===== config.mk =====
export PLATFORM = sky130hd
export DESIGN_NAME = packet_route_buffer
export DESIGN_NICKNAME = d
export VERILOG_FILES = /design/src/rtl/noc_pkg.sv /design/src/rtl/pkt_fifo.sv /design/src/rtl/packet_route_buffer.sv
export SDC_FILE = /design/constraint.sdc
export NUM_CORES = 1
export LEC_CHECK = 0
export BUFFER_PORTS_ARGS = -buffer_cell sky130_fd_sc_hd__buf_2
export CAP_MARGIN = 20
export CORE_MARGIN = 8
export CORE_UTILIZATION = 50
export DETAILED_ROUTE_END_ITERATION = 8
export GPL_ROUTABILITY_DRIVEN = 0
export GPL_TIMING_DRIVEN = 0
export PLACE_DENSITY = 0.77
export SYNTH_ARGS = -nofsm -noshare
export SYNTH_HDL_FRONTEND = slang
export SYNTH_SLANG_ARGS = --single-unit

===== constraint.sdc =====
create_clock -name clk -period 5.31 [get_ports clk]
set_input_delay 0 -clock clk [delete_from_list [all_inputs] [get_ports clk]]
set_output_delay 0 -clock clk [all_outputs]
set_load 0.02 [all_outputs]

===== src/rtl/noc_pkg.sv =====
// Shared packet definitions for the mesh-router input stage.
package noc_pkg;

    localparam int PKT_W   = 33;
    localparam int ADDR_HI = 32;
    localparam int ADDR_LO = 29;
    localparam int OP_HI   = 28;
    localparam int OP_LO   = 25;
    localparam int DATA_HI = 24;
    localparam int DATA_LO = 0;

    localparam logic [3:0] DEF_BCAST_ADDR = 4'hF;

    typedef struct packed {
        logic [3:0]  addr;
        logic [3:0]  opcode;
        logic [24:0] data;
    } pkt_t;

    typedef enum logic {
        ST_IDLE,
        ST_BCAST
    } bc_state_t;

endpackage


===== src/rtl/pkt_fifo.sv =====
// Parameterised synchronous FIFO; head is the oldest stored entry.
module pkt_fifo #(
    parameter int DEPTH = 4,
    parameter int W     = 33
) (
    input  logic                     clk,
    input  logic                     reset,
    input  logic                     push,
    input  logic [W-1:0]             din,
    input  logic                     pop,
    output logic                     full,
    output logic                     empty,
    output logic [$clog2(DEPTH):0]   count,
    output logic [W-1:0]             head
);

    localparam int AW = $clog2(DEPTH);

    logic [W-1:0]  mem_q [DEPTH];
    logic [W-1:0]  mem_d [DEPTH];
    logic [AW-1:0] wr_q, wr_d;
    logic [AW-1:0] rd_q, rd_d;
    logic [AW:0]   cnt_q, cnt_d;
    logic          do_push, do_pop;

    assign full    = (cnt_q == (AW+1)'(DEPTH));
    assign empty   = (cnt_q == '0);
    assign count   = cnt_q;
    assign head    = mem_q[rd_q];
    assign do_push = push && !full;
    assign do_pop  = pop && !empty;

    always_comb begin
        mem_d = mem_q;
        wr_d  = wr_q;
        rd_d  = rd_q;
        cnt_d = cnt_q;
        if (do_push) begin
            mem_d[wr_q] = din;
            wr_d        = wr_q + 1'b1;
        end
        if (do_pop) begin
            rd_d = rd_q + 1'b1;
        end
        unique case ({do_push, do_pop})
            2'b10:   cnt_d = cnt_q + 1'b1;
            2'b01:   cnt_d = cnt_q - 1'b1;
            default: cnt_d = cnt_q;
        endcase
    end

    always_ff @(posedge clk or posedge reset) begin
        if (reset) begin
            for (int i = 0; i < DEPTH; i++) begin
                mem_q[i] <= '0;
            end
            wr_q  <= '0;
            rd_q  <= '0;
            cnt_q <= '0;
        end else begin
            mem_q <= mem_d;
            wr_q  <= wr_d;
            rd_q  <= rd_d;
            cnt_q <= cnt_d;
        end
    end

endmodule


===== src/rtl/packet_route_buffer.sv =====
// Router port input stage: buffers packets and steers the head packet
// to the local depacketizer, the crossbar, or both for broadcasts.
module packet_route_buffer
    import noc_pkg::*;
#(
    parameter int         DEPTH      = 4,
    parameter logic [3:0] NODE_ADDR  = 4'h0,
    parameter logic [3:0] BCAST_ADDR = DEF_BCAST_ADDR,
    parameter int         CNT_W      = 16
) (
    input  logic                       clk,
    input  logic                       reset,
    input  logic                       in_valid,
    output logic                       in_ready,
    input  logic [PKT_W-1:0]           in_packet,
    output logic                       local_valid,
    input  logic                       local_ready,
    output logic [PKT_W-1:0]           local_packet,
    output logic                       fwd_valid,
    input  logic                       fwd_ready,
    output logic [PKT_W-1:0]           fwd_packet,
    output logic [$clog2(DEPTH):0]     occupancy,
    output logic [CNT_W-1:0]           local_cnt,
    output logic [CNT_W-1:0]           fwd_cnt
);

    bc_state_t        state_q, state_d;
    logic             ldone_q, ldone_d;
    logic             fdone_q, fdone_d;
    logic [CNT_W-1:0] lcnt_q, lcnt_d;
    logic [CNT_W-1:0] fcnt_q, fcnt_d;

    logic             full, empty, push, pop;
    logic [PKT_W-1:0] head_raw;
    pkt_t             head;
    logic             is_local, is_bcast, is_fwd;
    logic             local_hs, fwd_hs;

    pkt_fifo #(
        .DEPTH (DEPTH),
        .W     (PKT_W)
    ) u_fifo (
        .clk   (clk),
        .reset (reset),
        .push  (push),
        .din   (in_packet),
        .pop   (pop),
        .full  (full),
        .empty (empty),
        .count (occupancy),
        .head  (head_raw)
    );

    assign head         = pkt_t'(head_raw);
    assign local_packet = head_raw;
    assign fwd_packet   = head_raw;
    assign in_ready     = !reset && !full;
    assign push         = in_valid && in_ready;
    assign local_cnt    = lcnt_q;
    assign fwd_cnt      = fcnt_q;

    assign is_local = !empty && (head.addr == NODE_ADDR);
    assign is_bcast = !empty && (head.addr == BCAST_ADDR);
    assign is_fwd   = !empty && !is_local && !is_bcast;

    // Done flags are zero in IDLE, so a fresh broadcast is offered at once.
    assign local_valid = is_local || (is_bcast && !ldone_q);
    assign fwd_valid   = is_fwd || (is_bcast && !fdone_q);
    assign local_hs    = local_valid && local_ready;
    assign fwd_hs      = fwd_valid && fwd_ready;

    always_comb begin
        state_d = ST_IDLE;
        ldone_d = 1'b0;
        fdone_d = 1'b0;
        lcnt_d  = lcnt_q;
        fcnt_d  = fcnt_q;
        pop     = 1'b0;
        unique case (1'b1)
            is_local: pop = local_hs;
            is_fwd:   pop = fwd_hs;
            is_bcast: begin
                pop = (ldone_q || local_hs) && (fdone_q || fwd_hs);
                if (!pop) begin
                    state_d = ST_BCAST;
                    ldone_d = ldone_q || local_hs;
                    fdone_d = fdone_q || fwd_hs;
                end
            end
            default: pop = 1'b0;
        endcase
        if (local_hs && (lcnt_q != '1)) begin
            lcnt_d = lcnt_q + 1'b1;
        end
        if (fwd_hs && (fcnt_q != '1)) begin
            fcnt_d = fcnt_q + 1'b1;
        end
    end

    always_ff @(posedge clk or posedge reset) begin
        if (reset) begin
            state_q <= ST_IDLE;
            ldone_q <= 1'b0;
            fdone_q <= 1'b0;
            lcnt_q  <= '0;
            fcnt_q  <= '0;
        end else begin
            state_q <= state_d;
            ldone_q <= ldone_d;
            fdone_q <= fdone_d;
            lcnt_q  <= lcnt_d;
            fcnt_q  <= fcnt_d;
        end
    end

endmodule


==> flow_summary_export.csv, run 1 <==
group,metric,value,unit
run_status,status,"completed",
sta,slew_headroom,34.0,%
clock_network,number_of_buffers_between_clock_root_and_the_deepest_sink,2,
setup_path,path_buf_inv,2,
clock_network,tritoncts,"yes",
clock_network,clkTransAtPathRegs,0.07,ns
drt,highest_layer,"met4",
die,top_level_i_o_count,142,
die,die_w,143,microns
finish,area_growth_syn_to_layout,24.9,%
die,num_rows,46,
place,detailed_place_hpwl,12500,microns
setup_path,worst-r2r-cell-count,11,
sta,report.final.hold_viol_count,0,
drt,met1Wirelength,7480,microns
pwr,power_density,708,nW/um^2
setup_path,worstPathRequired,5.65,ns
sta,finClkSkew,0.00784,ns
setup_path,crit_slowest_cell,"sky130_fd_sc_hd__mux4_2",
clock_network,cts.repair.resized,0,
drt,drt-total-wl,18000,microns
die,initial_utilization,50.8,%
sta,slew_violations,0,
finish,antenna_cells_inserted,0,
setup_path,critical_path.startpoint,"u_fifo.rd_q[0]$_DFFE_PP0P_",
setup_path,rrSetupSlack,2.15,ns
place,io_buffer_count,141,
yosys,yosysWarningCount,0,
pwr,power,7.10,mW
global_routing,track_usage,18.5,%
global_routing,number_of_antenna_violations_at_the_first_check_in_global_routing,0,
sta,final_period_minus_worst_setup_slack,3.16,ns
yosys,synthesis.area,8040,sq um
finish,design.final.nets,794,
sta,period_share,59.6,%
setup_path,timing.critical_path.from_type,"register",
yosys,number_of_enable_type_register_cells_in_the_synthesized_netlist,0,
yosys,synth-async-reset-ratio,100,%
yosys,synth_ff_type,"sky130_fd_sc_hd__dfrtp_1",
setup_path,critical_path_peak_fanout,8,
finish,fraction_of_final_layout_cells_with_drive_strength_greater_than_1,50.6,%
setup_path,data_arrival_time_of_the_worst_path,3.51,ns
place,placed_cells_incl_taps,908,
clock_network,ctsHtreeMaxLevel,4,
sta,unrepaired_setup_endpoints_after_global_routing,"no",
clock_network,worst_skew_pair.late_latency,0.42,ns
setup_path,worst_path_dominant_cell_family,"simple AND/OR/NAND/NOR gates",
die,design.die.area,20400,sq um
drt,routedWlPerCell,18.4,microns
clock_network,clock_sinks,173,
drt,first_pass_iters,4,
finish,layout.core_utilization,63.4,%
global_routing,grt_first_pass_wirelength,29300,microns
drt,drt_iter0_drc,301,
global_routing,grt_max_degree,136,
drt,route.vias.total,5185,
yosys,synth.area.top_cells,"sky130_fd_sc_hd__dfrtp_1 54%, sky130_fd_sc_hd__mux2_2 18%, sky130_fd_sc_hd__mux4_2 9.2%",
drt,met3_length,824,microns
setup_path,path_type_of_the_worst_setup_path,"register to register",
clock_network,cts_made_buffers,17,
die,die-height,143,microns
yosys,post_synth.cell_area_avg,14.6,sq um
global_routing,grt_overflow,0,
finish,fillerInstances,1187,
setup_path,crit_path_max_incr_delay,0.60,ns
worst_hold_path,min-delay-path-class,"input pin to asynchronous set/reset pin",
yosys,synth_sequential_area_ratio,53.9,%
pwr,power_leakage,4.67,nW
setup_path,critical_path.reg2reg.startpoint,"u_fifo.rd_q[0]$_DFFE_PP0P_",
yosys,ys_ff_latch,173,
drt,detail_route.vias_per_cell,5.31,
sta,clock.fmax,0.316,GHz
setup_path,cpMostUsedCell,"sky130_fd_sc_hd__xor2_1",
yosys,postSynthNetCount,596,
sta,setup_violations,0,
die,placeableCoreArea,15800,sq um
clock_network,cts_root_buf,"sky130_fd_sc_hd__clkbuf_16",
sta,tightestPinTransition,0.990,ns
global_routing,grt_pass1_vias,5689,
setup_path,cell_chain_of_the_critical_path,"buf_6, mux4_2, nor4_1, a22oi_1, a21oi_1, ha_1, inv_1, fa_1, xor2_1, nor2_1, xor2_1",
drt,detail_route_antenna_nets,0,
pwr,max_vdd_drop,0.429,mV
setup_path,endpoint_kind,"register",
yosys,yosysTopAreaCellShare,53.9,%
drt,drc,0,
yosys,post-synth-top-area-cell,"sky130_fd_sc_hd__dfrtp_1",
setup_path,worst_r2r_endpoint,"u_fifo.count[2]$_DFFE_PP0P_",
clock_network,postCtsSetupBuffers,0,
drt,wl_met2,9460,microns
yosys,synth.lib_cells_used.distinct,38,
run,max_cap_violations,0,
yosys,synth_instances,550,
finish,instances_no_fill,977,
-- state kept, by name, indices dropped and copies added (netlist names) --
signal / flops
fwd_cnt: 16
u_fifo.wr_q: 2
ldone_q: 1
local_cnt: 16
u_fifo.mem_q: 132
u_fifo.rd_q: 2
u_fifo.count: 3
fdone_q: 1
-- power breakdown --
part	total, mW	internal, mW	switching [mW]
clock network	1.29	0.767	0.519
registers	2.21	1.89	0.320
logic	3.60	1.73	1.87
-- cell usage after synthesis (3+ instances only) --
cell type,number
sky130_fd_sc_hd__buf_6,3
sky130_fd_sc_hd__nand2_1,17
sky130_fd_sc_hd__nand3_1,13
sky130_fd_sc_hd__buf_1,15
sky130_fd_sc_hd__mux2_2,132
sky130_fd_sc_hd__and3_1,12
sky130_fd_sc_hd__nand4b_1,3
sky130_fd_sc_hd__nor2_1,5
sky130_fd_sc_hd__and4_1,6
sky130_fd_sc_hd__xor2_1,8
sky130_fd_sc_hd__nor4_1,6
sky130_fd_sc_hd__xnor2_1,27
sky130_fd_sc_hd__clkbuf_1,7
sky130_fd_sc_hd__mux4_2,33
sky130_fd_sc_hd__inv_1,9
sky130_fd_sc_hd__nand4_1,12
sky130_fd_sc_hd__mux2_1,3
sky130_fd_sc_hd__dfrtp_1,173
sky130_fd_sc_hd__and2_1,4
sky130_fd_sc_hd__ha_1,7
sky130_fd_sc_hd__buf_4,33
-- per-layer routing --
layer	GRT usage, %	vias up
li1	-	2373
met5	0	-
met4	6.10	0
met3	3.81	14
met1	22.2	2688
met2	32.6	110
-- per-stage QoR --
stage | cell area (sq um) | worst slack (ns) | setup TNS (ns) | hold WS, ns
2_1_floorplan | 8040 | 0.622 | 0 | 0.0720
3_3_place_gp | 9010 | -0.888 | -151.46 | 0.227
3_5_place_dp | 9050 | 2.14 | 0 | 0.0120
4_1_cts | 10000 | 2.10 | 0 | 0.120
5_1_grt | 10000 | 1.79 | 0 | 0.129
6_report | 10000 | 2.15 | 0 | 0.109
-- final cells by class --
type / count / area, sq um / share of cell area (%)
Timing Repair Buffer: 179 / 1100 / 11.0
Tap cell: 216 / 270 / 2.69
Multi-Input combinational cell: 310 / 3310 / 33.0
Clock buffer: 19 / 453 / 4.51
Clock inverter: 13 / 164 / 1.63
Inverter: 9 / 41.3 / 0.411
Sequential cell: 173 / 4330 / 43.1
Buffer: 58 / 364 / 3.63
-- cell usage in the layout, fill, tap and decap left out, types with 2 or more instances in the layout --
master,instances
sky130_fd_sc_hd__buf_1,15
sky130_fd_sc_hd__mux4_2,33
sky130_fd_sc_hd__nand3_1,13
sky130_fd_sc_hd__mux2_2,132
sky130_fd_sc_hd__nor4_1,6
sky130_fd_sc_hd__buf_4,33
sky130_fd_sc_hd__dfrtp_1,173
sky130_fd_sc_hd__clkbuf_8,2
sky130_fd_sc_hd__xnor2_1,27
sky130_fd_sc_hd__nor3_1,2
sky130_fd_sc_hd__buf_2,141
sky130_fd_sc_hd__and4_1,6
sky130_fd_sc_hd__mux2_1,3
sky130_fd_sc_hd__buf_6,3
sky130_fd_sc_hd__dlygate4sd3_1,37
sky130_fd_sc_hd__inv_1,8
sky130_fd_sc_hd__clkbuf_16,17
sky130_fd_sc_hd__a21oi_1,2
sky130_fd_sc_hd__and2_1,4
sky130_fd_sc_hd__ha_1,7
sky130_fd_sc_hd__clkbuf_1,7
sky130_fd_sc_hd__clkinv_2,3
sky130_fd_sc_hd__clkinv_4,4
sky130_fd_sc_hd__nor4_2,2
sky130_fd_sc_hd__nand2_1,17
sky130_fd_sc_hd__nor2_1,5
sky130_fd_sc_hd__a31oi_1,2
sky130_fd_sc_hd__nand4b_1,3
sky130_fd_sc_hd__nand4_1,12
sky130_fd_sc_hd__o21ai_0,2
sky130_fd_sc_hd__and3_1,12
sky130_fd_sc_hd__xor2_1,8
sky130_fd_sc_hd__clkinvlp_4,2
sky130_fd_sc_hd__bufinv_16,3
-- cells by family after synthesis --
logic type	count (synthesis)	synth area share (%)
muxes	169	28.3
and+or+nand+nor	88	6.62
adders and majority gates	8	1.34
xor gates and xnor gates	35	3.81
DFF	173	53.9
AOI/OAI and AO/OA	10	1.12
buffers and inverters	67	4.95
-- worst max path at each step --
stage	slack, ns	cells after the start	end
2_1_floorplan	0.62	1	fdone_q$_DFF_PP0_
3_3_place_gp	-0.89	2	u_fifo.mem_q[59]$_DFFE_PP0P_
3_5_place_dp	2.14	11	u_fifo.count[2]$_DFFE_PP0P_
4_1_cts	2.10	11	u_fifo.count[2]$_DFFE_PP0P_
5_1_grt	1.79	11	u_fifo.count[2]$_DFFE_PP0P_
6_report	2.15	11	u_fifo.count[2]$_DFFE_PP0P_
-- worst register-to-register path: stages (launching register included) --
cell                      delay [ns]
sky130_fd_sc_hd__dfrtp_1        0.34
sky130_fd_sc_hd__buf_6          0.15
sky130_fd_sc_hd__mux4_2         0.61
sky130_fd_sc_hd__nor4_1         0.48
sky130_fd_sc_hd__a22oi_1        0.18
sky130_fd_sc_hd__a21oi_1        0.25
sky130_fd_sc_hd__ha_1           0.23
sky130_fd_sc_hd__inv_1          0.06
sky130_fd_sc_hd__fa_1           0.37
sky130_fd_sc_hd__xor2_1         0.15
sky130_fd_sc_hd__nor2_1         0.13
sky130_fd_sc_hd__xor2_1         0.15
-- repair_timing --
action                                  CTS  global route
endpoints found under the hold margin   172             0
endpoints found under the setup margin    0             0
hold buffers                             37             0
Note: power is estimated with default switching activity, not from simulation.
==> run 2, diff against run 1 <==
ABC_AREA = 1   (was unset)
PLACE_DENSITY = 0.76   (was 0.77)
clock period = 3.3 ns   (was 5.31 ns; I/O delays follow)
==> flow_summary_export.csv, run 2 <==
group,metric,value,unit
yosys,yosysTopAreaCellShare,50.6,%
sta,slew_violations,0,
yosys,netlist_top_cells_count,"173 x sky130_fd_sc_hd__dfrtp_1, 132 x sky130_fd_sc_hd__mux2_2, 93 x sky130_fd_sc_hd__nand2_1, 75 x sky130_fd_sc_hd__nor2_1, 72 x sky130_fd_sc_hd__o21ai_0",
global_routing,met2_usage,31.5,%
global_routing,track_usage,19.3,%
setup_path,critical_path.startpoint,"u_fifo.rd_q[1]$_DFFE_PP0P_",
finish,registers.top_by_ff_count,"u_fifo.mem_q",
setup_path,path_type_of_the_worst_setup_path,"register to register",
sta,slew_headroom,56.9,%
setup_path,rrSetupSlack,0.35,ns
drt,drt-total-wl,19800,microns
finish,finalInstanceArea,10700,sq um
worst_hold_path,min-delay-path-class,"input pin to register",
drt,detail_route.vias_per_cell,5.16,
finish,flip_flop_count_of_the_largest_register_all_copies_and_words_added,132,
finish,fraction_of_final_layout_cells_with_drive_strength_greater_than_1,37.7,%
place,dpl_cell_area,9650,sq um
sta,clock.fmax,0.339,GHz
sta,report.final.hold_viol_count,0,
sta,unrepaired_setup_endpoints_after_global_routing,"no",
clock_network,tritoncts,"yes",
yosys,synth.lib_cells_used.distinct,34,
setup_path,cell_chain_of_the_critical_path,"buf_2, inv_1, nand3_1, nand2_1, nand2_1, nor2_4, nand2_2, nand2_4, nand2_1, nand2_1, nand2_1, nand2_2, ha_1, inv_1, fa_1, a21oi_1, o21ai_0, xor2_1",
yosys,postSynthNetCount,860,
finish,design.final.nets,1062,
yosys,synthMostInstantiatedCell,"sky130_fd_sc_hd__dfrtp_1",
place,io_buffer_count,141,
pwr,max_vdd_drop,0.739,mV
global_routing,grt_first_pass_wirelength,34100,microns
die,initial_utilization,50.3,%
sta,tightestPinTransition,0.646,ns
clock_network,number_of_buffers_between_clock_root_and_the_deepest_sink,2,
yosys,ys_ff_latch,173,
sta,final_period_minus_worst_setup_slack,2.95,ns
die,design.die.area,21600,sq um
run_status,status,"completed",
setup_path,critical_path.reg2reg.startpoint,"u_fifo.rd_q[1]$_DFFE_PP0P_",
global_routing,gr-usage-met1,25.1,%
drt,routedWlPerCell,15.8,microns
setup_path,path_buf_inv,3,
global_routing,number_of_antenna_violations_at_the_first_check_in_global_routing,0,
setup_path,data_arrival_time_of_the_worst_path,3.25,ns
yosys,synth_ff_type,"sky130_fd_sc_hd__dfrtp_1",
clock_network,worst_skew_pair.late_latency,0.43,ns
setup_path,endpoint_kind,"register",
clock_network,cts_made_buffers,17,
yosys,number_of_enable_type_register_cells_in_the_synthesized_netlist,0,
yosys,synth-async-reset-ratio,100,%
die,top_level_i_o_count,142,
global_routing,top_usage_layer,"met2",
die,num_rows,48,
yosys,synth_sequential_area_ratio,50.6,%
place,detailed_place_hpwl,13800,microns
global_routing,grt_max_degree,39,
setup_path,crit_path_max_incr_delay,0.38,ns
yosys,synth.area.top_cells,"sky130_fd_sc_hd__dfrtp_1 51%, sky130_fd_sc_hd__mux2_2 17%, sky130_fd_sc_hd__o21ai_0 4.2%",
clock_network,cts.repair.resized,0,
drt,first_pass_iters,5,
setup_path,critical_path_peak_fanout,9,
setup_path,timing.critical_path.from_type,"register",
clock_network,ctsHtreeMaxLevel,4,
yosys,yosysWarningCount,0,
drt,route.vias.total,6473,
yosys,synth_instances,814,
sta,fin_worst_hold_slack,0.135,ns
setup_path,crit_slowest_cell,"sky130_fd_sc_hd__fa_1",
yosys,post_synth.cell_area_avg,10.5,sq um
yosys,post-synth-top-area-cell,"sky130_fd_sc_hd__dfrtp_1",
worst_hold_path,start_point_of_the_worst_hold_path,"in_valid",
sta,setup_violations,0,
finish,final_cell_mix,"173 x sky130_fd_sc_hd__dfrtp_1, 143 x sky130_fd_sc_hd__buf_2, 132 x sky130_fd_sc_hd__mux2_2",
setup_path,worst_path_dominant_cell_family,"simple AND/OR/NAND/NOR gates",
clock_network,cts_root_buf,"sky130_fd_sc_hd__clkbuf_16",
drt,drc,0,
global_routing,gr-usage-met3,4.46,%
setup_path,cpMostUsedCell,"sky130_fd_sc_hd__nand2_1",
yosys,synthesis.area,8550,sq um
die,placeableCoreArea,17000,sq um
drt,detail_route_antenna_nets,0,
setup_path,worstPathRequired,3.60,ns
drt,drt_iter0_drc,313,
sta,period_share,89.4,%
die,die_w,147,microns
global_routing,grt_pass1_vias,6670,
finish,mostFrequentLayoutCell,"sky130_fd_sc_hd__dfrtp_1",
finish,antenna_cells_inserted,0,
global_routing,grt_overflow,0,
die,die-height,147,microns
pwr,power_density,1100,nW/um^2
clock_network,clkTransAtPathRegs,0.06,ns
clock_network,clock_sinks,173,
pwr,power_leakage,5.03,nW
finish,area_growth_syn_to_layout,24.9,%
sta,finClkSkew,0.0108,ns
run,max_cap_violations,0,
-- run 2: cell types whose count changed after synthesis, sizes merged, moves of 19 or more --
cell / change
nor2: +83
o22ai: +29
inv: +40
nand3: +19
nand2: +80
mux4: -33
o21ai: +73
-- run 2: final cells by class --
class / count / area [sq um]
fill: 1367 / 6310
sequential: 173 / 4330
multi-input combinational: 522 / 3540
timing repair buffer: 183 / 1180
buffer: 69 / 498
clock buffer: 21 / 470
tap: 225 / 282
clock inverter: 11 / 201
inverter: 50 / 193
-- run 2: through the flow --
step	TNS, ns	instances	total power [mW]	setup slack [ns]	util, %
global route	0	1254	12.6	0.118	62.9
finish	0	1254	11.8	0.349	62.9
global placement	-9.69	1180	9.38	-0.0729	56.2
floorplan	0	814	7.81	0.751	-
detailed placement	0	1185	9.55	0.339	56.8
CTS	0	1254	11.9	0.344	62.9
-- run 2: worst paths after layout --
kind / cells past startpoint / to
max: 18 / u_fifo.count[2]$_DFFE_PP0P_
min: 3 / u_fifo.wr_q[0]$_DFFE_PP0P_
max reg2reg: 18 / u_fifo.count[2]$_DFFE_PP0P_
min reg2reg: 1 / u_fifo.count[0]$_DFFE_PP0P_
max in group asynchronous: 5 / u_fifo.mem_q[72]$_DFFE_PP0P_
min in group asynchronous: 3 / u_fifo.count[2]$_DFFE_PP0P_
-- run 2: per-layer routing --
| layer | part of all wire (%) | up-vias | wire, microns |
|---|---|---|---|
| met5 | 0 | - | 0 |
| met4 | 1.0 | 0 | 202 |
| met3 | 4.0 | 16 | 788 |
| met2 | 49 | 129 | 9750 |
| met1 | 46 | 3207 | 9100 |
| li1 | - | 3121 | - |
-- run 2: cell families (layout without fill, tap and decap cells) --
group / count (synthesis) / count (layout) / synth area share (%)
compound gates: 110 / 110 / 7.01
xor+xnor: 29 / 29 / 3.06
fa+ha+maj: 8 / 8 / 1.26
buf+inv: 119 / 334 / 8.03
flops: 173 / 173 / 50.6
mux: 132 / 132 / 17.4
simple gates: 243 / 243 / 12.7
-- run 2: where the power goes --
group	total (mW)	internal [mW]	leakage, nW	switching (mW)
sequential	3.58	3.06	2.14	0.514
clock	2.26	1.42	0.331	0.846
combinational	5.94	2.51	2.56	3.44
-- run 2: tightest hold or removal path, cell delays in order --
cell	delay, ns
sky130_fd_sc_hd__buf_2	0.10
sky130_fd_sc_hd__nand2_1	0.30
sky130_fd_sc_hd__xor2_1	0.11
-- run 2: timing repair --
item,in CTS,in global routing
endpoints found under the hold margin,154,0
buffers inserted,0,0
hold buffers,37,0
==> run 3, diff against run 2 <==
CORE_UTILIZATION = 35   (was 50)
CTS_BUF_LIST = sky130_fd_sc_hd__clkbuf_16   (was unset)
PLACE_DENSITY = 0.58   (was 0.76)
==> flow_summary_export.csv, run 3 (synthesis results as in run 2) <==
group,metric,value,unit
setup_path,rrSetupSlack,0.40,ns
setup_path,endpoint_kind,"output port",
die,top_level_i_o_count,142,
global_routing,track_usage,15.2,%
pwr,seq_power_share,30.8,%
clock_network,clock_sinks,173,
clock_network,number_of_buffers_between_clock_root_and_the_deepest_sink,2,
clock_network,cts_made_buffers,17,
place,placed_cells_incl_taps,1284,
sta,final_period_minus_worst_setup_slack,2.95,ns
setup_path,critical_path.endpoint,"local_packet[23]",
clock_network,cts.repair.resized,0,
global_routing,number_of_antenna_violations_at_the_first_check_in_global_routing,1,
sta,tightestPinTransition,0.620,ns
sta,unrepaired_setup_endpoints_after_global_routing,"no",
sta,setup_violations,0,
sta,report.final.hold_viol_count,0,
die,die_w,172,microns
setup_path,path_buf_inv,6,
setup_path,crit_path_max_incr_delay,0.53,ns
die,num_rows,57,
setup_path,critical_path.startpoint,"u_fifo.rd_q[1]$_DFFE_PP0P_",
drt,first_pass_iters,4,
setup_path,timing.critical_path.from_type,"register",
sta,slew_violations,0,
pwr,swShare,43.0,%
finish,design.final.nets,1062,
die,die-height,172,microns
global_routing,grt_pass1_vias,6610,
finish,flip_flop_count_of_the_largest_register_all_copies_and_words_added,132,
finish,final_cell_mix,"173 x sky130_fd_sc_hd__dfrtp_1, 143 x sky130_fd_sc_hd__buf_2, 132 x sky130_fd_sc_hd__mux2_2",
setup_path,worst_path_dominant_cell_family,"buffers and inverters",
pwr,power.share.clock,17.6,%
run,max_cap_violations,0,
setup_path,worst-r2r-cell-count,18,
setup_path,critical_path.reg2reg.startpoint,"u_fifo.rd_q[1]$_DFFE_PP0P_",
drt,detail_route.vias_per_cell,4.71,
global_routing,grt_first_pass_wirelength,35600,microns
sta,clock.fmax,0.339,GHz
die,placeableCoreArea,24200,sq um
finish,area_growth_syn_to_layout,25.7,%
setup_path,cell_chain_of_the_critical_path,"buf_2, inv_1, clkbuf_1, clkbuf_1, o21ai_0, o22ai_1, buf_4, buf_2",
global_routing,grt_overflow,0,
clock_network,clkTransAtPathRegs,0.08,ns
setup_path,data_arrival_time_of_the_worst_path,2.95,ns
finish,fraction_of_final_layout_cells_with_drive_strength_greater_than_1,37.7,%
sta,slew_headroom,58.7,%
pwr,power_report.internal_total,6.60,mW
sta,setup_ws,0.353,ns
run_status,status,"completed",
setup_path,critical_path_peak_fanout,10,
sta,period_share,89.3,%
finish,mostFrequentLayoutCell,"sky130_fd_sc_hd__dfrtp_1",
drt,routedWlPerCell,15.9,microns
drt,detail_route_antenna_nets,0,
setup_path,crit_slowest_cell,"sky130_fd_sc_hd__clkbuf_1",
place,dp_worst_setup_slack,0.370,ns
clock_network,tritoncts,"yes",
finish,instances_no_fill,1354,
clock_network,cts_root_buf,"sky130_fd_sc_hd__clkbuf_16",
pwr,power_leakage,4.99,nW
die,design.die.area,29700,sq um
pwr,comb_power_share,51.6,%
finish,registers.top_by_ff_count,"u_fifo.mem_q",
setup_path,path_type_of_the_worst_setup_path,"register to output port",
place,io_buffer_count,141,
drt,drc,0,
drt,drt_iter0_drc,462,
global_routing,grt_max_degree,36,
setup_path,worstPathRequired,3.30,ns
clock_network,ctsHtreeMaxLevel,4,
pwr,power_density,1080,nW/um^2
sta,finClkSkew,0.0152,ns
pwr,max_vdd_drop,0.553,mV
pwr,p_sw,4.98,mW
drt,drt-total-wl,21500,microns
setup_path,worstSetupPathDepth,8,
clock_network,worst_skew_pair.late_latency,0.44,ns
setup_path,worst_r2r_endpoint,"u_fifo.count[2]$_DFFE_PP0P_",
sta,fin_worst_hold_slack,0.124,ns
drt,route.vias.total,6378,
worst_hold_path,min-delay-path-class,"input pin to asynchronous set/reset pin",
place,detailed_place_hpwl,15300,microns
die,initial_utilization,35.4,%
## run 3: cell count changes in the layout (fill, tap and decap cells not counted), sizes merged
| cell | delta |
|---|---|
| bufinv | -5 |
| inv | +5 |
| clkbuf | -4 |
| clkinv | +4 |
| diode | +1 |
## run 3: final cells by class
cell class	count	area (sq um)
Antenna cell	1	2.50
Multi-Input combinational cell	522	3540
Buffer	69	498
Fill cell	2312	13400
Sequential cell	173	4330
Clock inverter	15	184
Timing Repair Buffer	183	1180
Tap cell	324	405
Clock buffer	17	425
Inverter	50	193
## run 3: power by group through the flow
stage	combinational, mW	clock (mW)	sequential [mW]
final	5.97	2.04	3.57
after floorplan	4.21	0	3.59
after detailed placement	6.05	0	3.60
after global placement	5.96	0	3.57
after global routing	6.53	2.20	3.71
after CTS	6.09	2.11	3.56
## run 3: worst min path at each step
stage | from | end | slack [ns] | cells past startpoint
after global placement | in_packet[5] | u_fifo.mem_q[5]$_DFFE_PP0P_ | 0.28 | 2
after global routing | in_valid | u_fifo.wr_q[0]$_DFFE_PP0P_ | 0.15 | 3
after CTS | in_valid | u_fifo.wr_q[0]$_DFFE_PP0P_ | 0.12 | 3
final | reset | fwd_cnt[2]$_DFFE_PP0P_ | 0.12 | 3
after floorplan | reset | in_ready | 0.08 | 1
after detailed placement | reset | fwd_cnt[1]$_DFFE_PP0P_ | 0.05 | 2
## run 3: metrics by stage
step	utilization (%)	TNS (ns)	power (mW)	instance area (sq um)
final	44.5	0	11.6	10800
after global routing	44.5	0	12.4	10800
after CTS	44.5	0	11.8	10700
after detailed placement	40.4	0	9.65	9770
after global placement	40.0	-38.48	9.53	9670
after floorplan	-	0	7.81	8560
## run 3: worst min-delay path: cells and delay by family
kind     cells  cell delay (ns)
buf+inv      3             0.97
## run 3: repair_timing
item                      in CTS  in global routing
setup buffers                  0                  0
hold buffers                  37                  0
hold endpoints to repair     210                  0
## run 3: layer usage
metal	track usage (%)	vias to the layer above	part of all wire, %
met5	0	-	0
met1	21.1	3129	48
met3	2.69	13	3.6
met2	24.3	103	47
li1	-	3133	-
met4	3.75	0	1.0
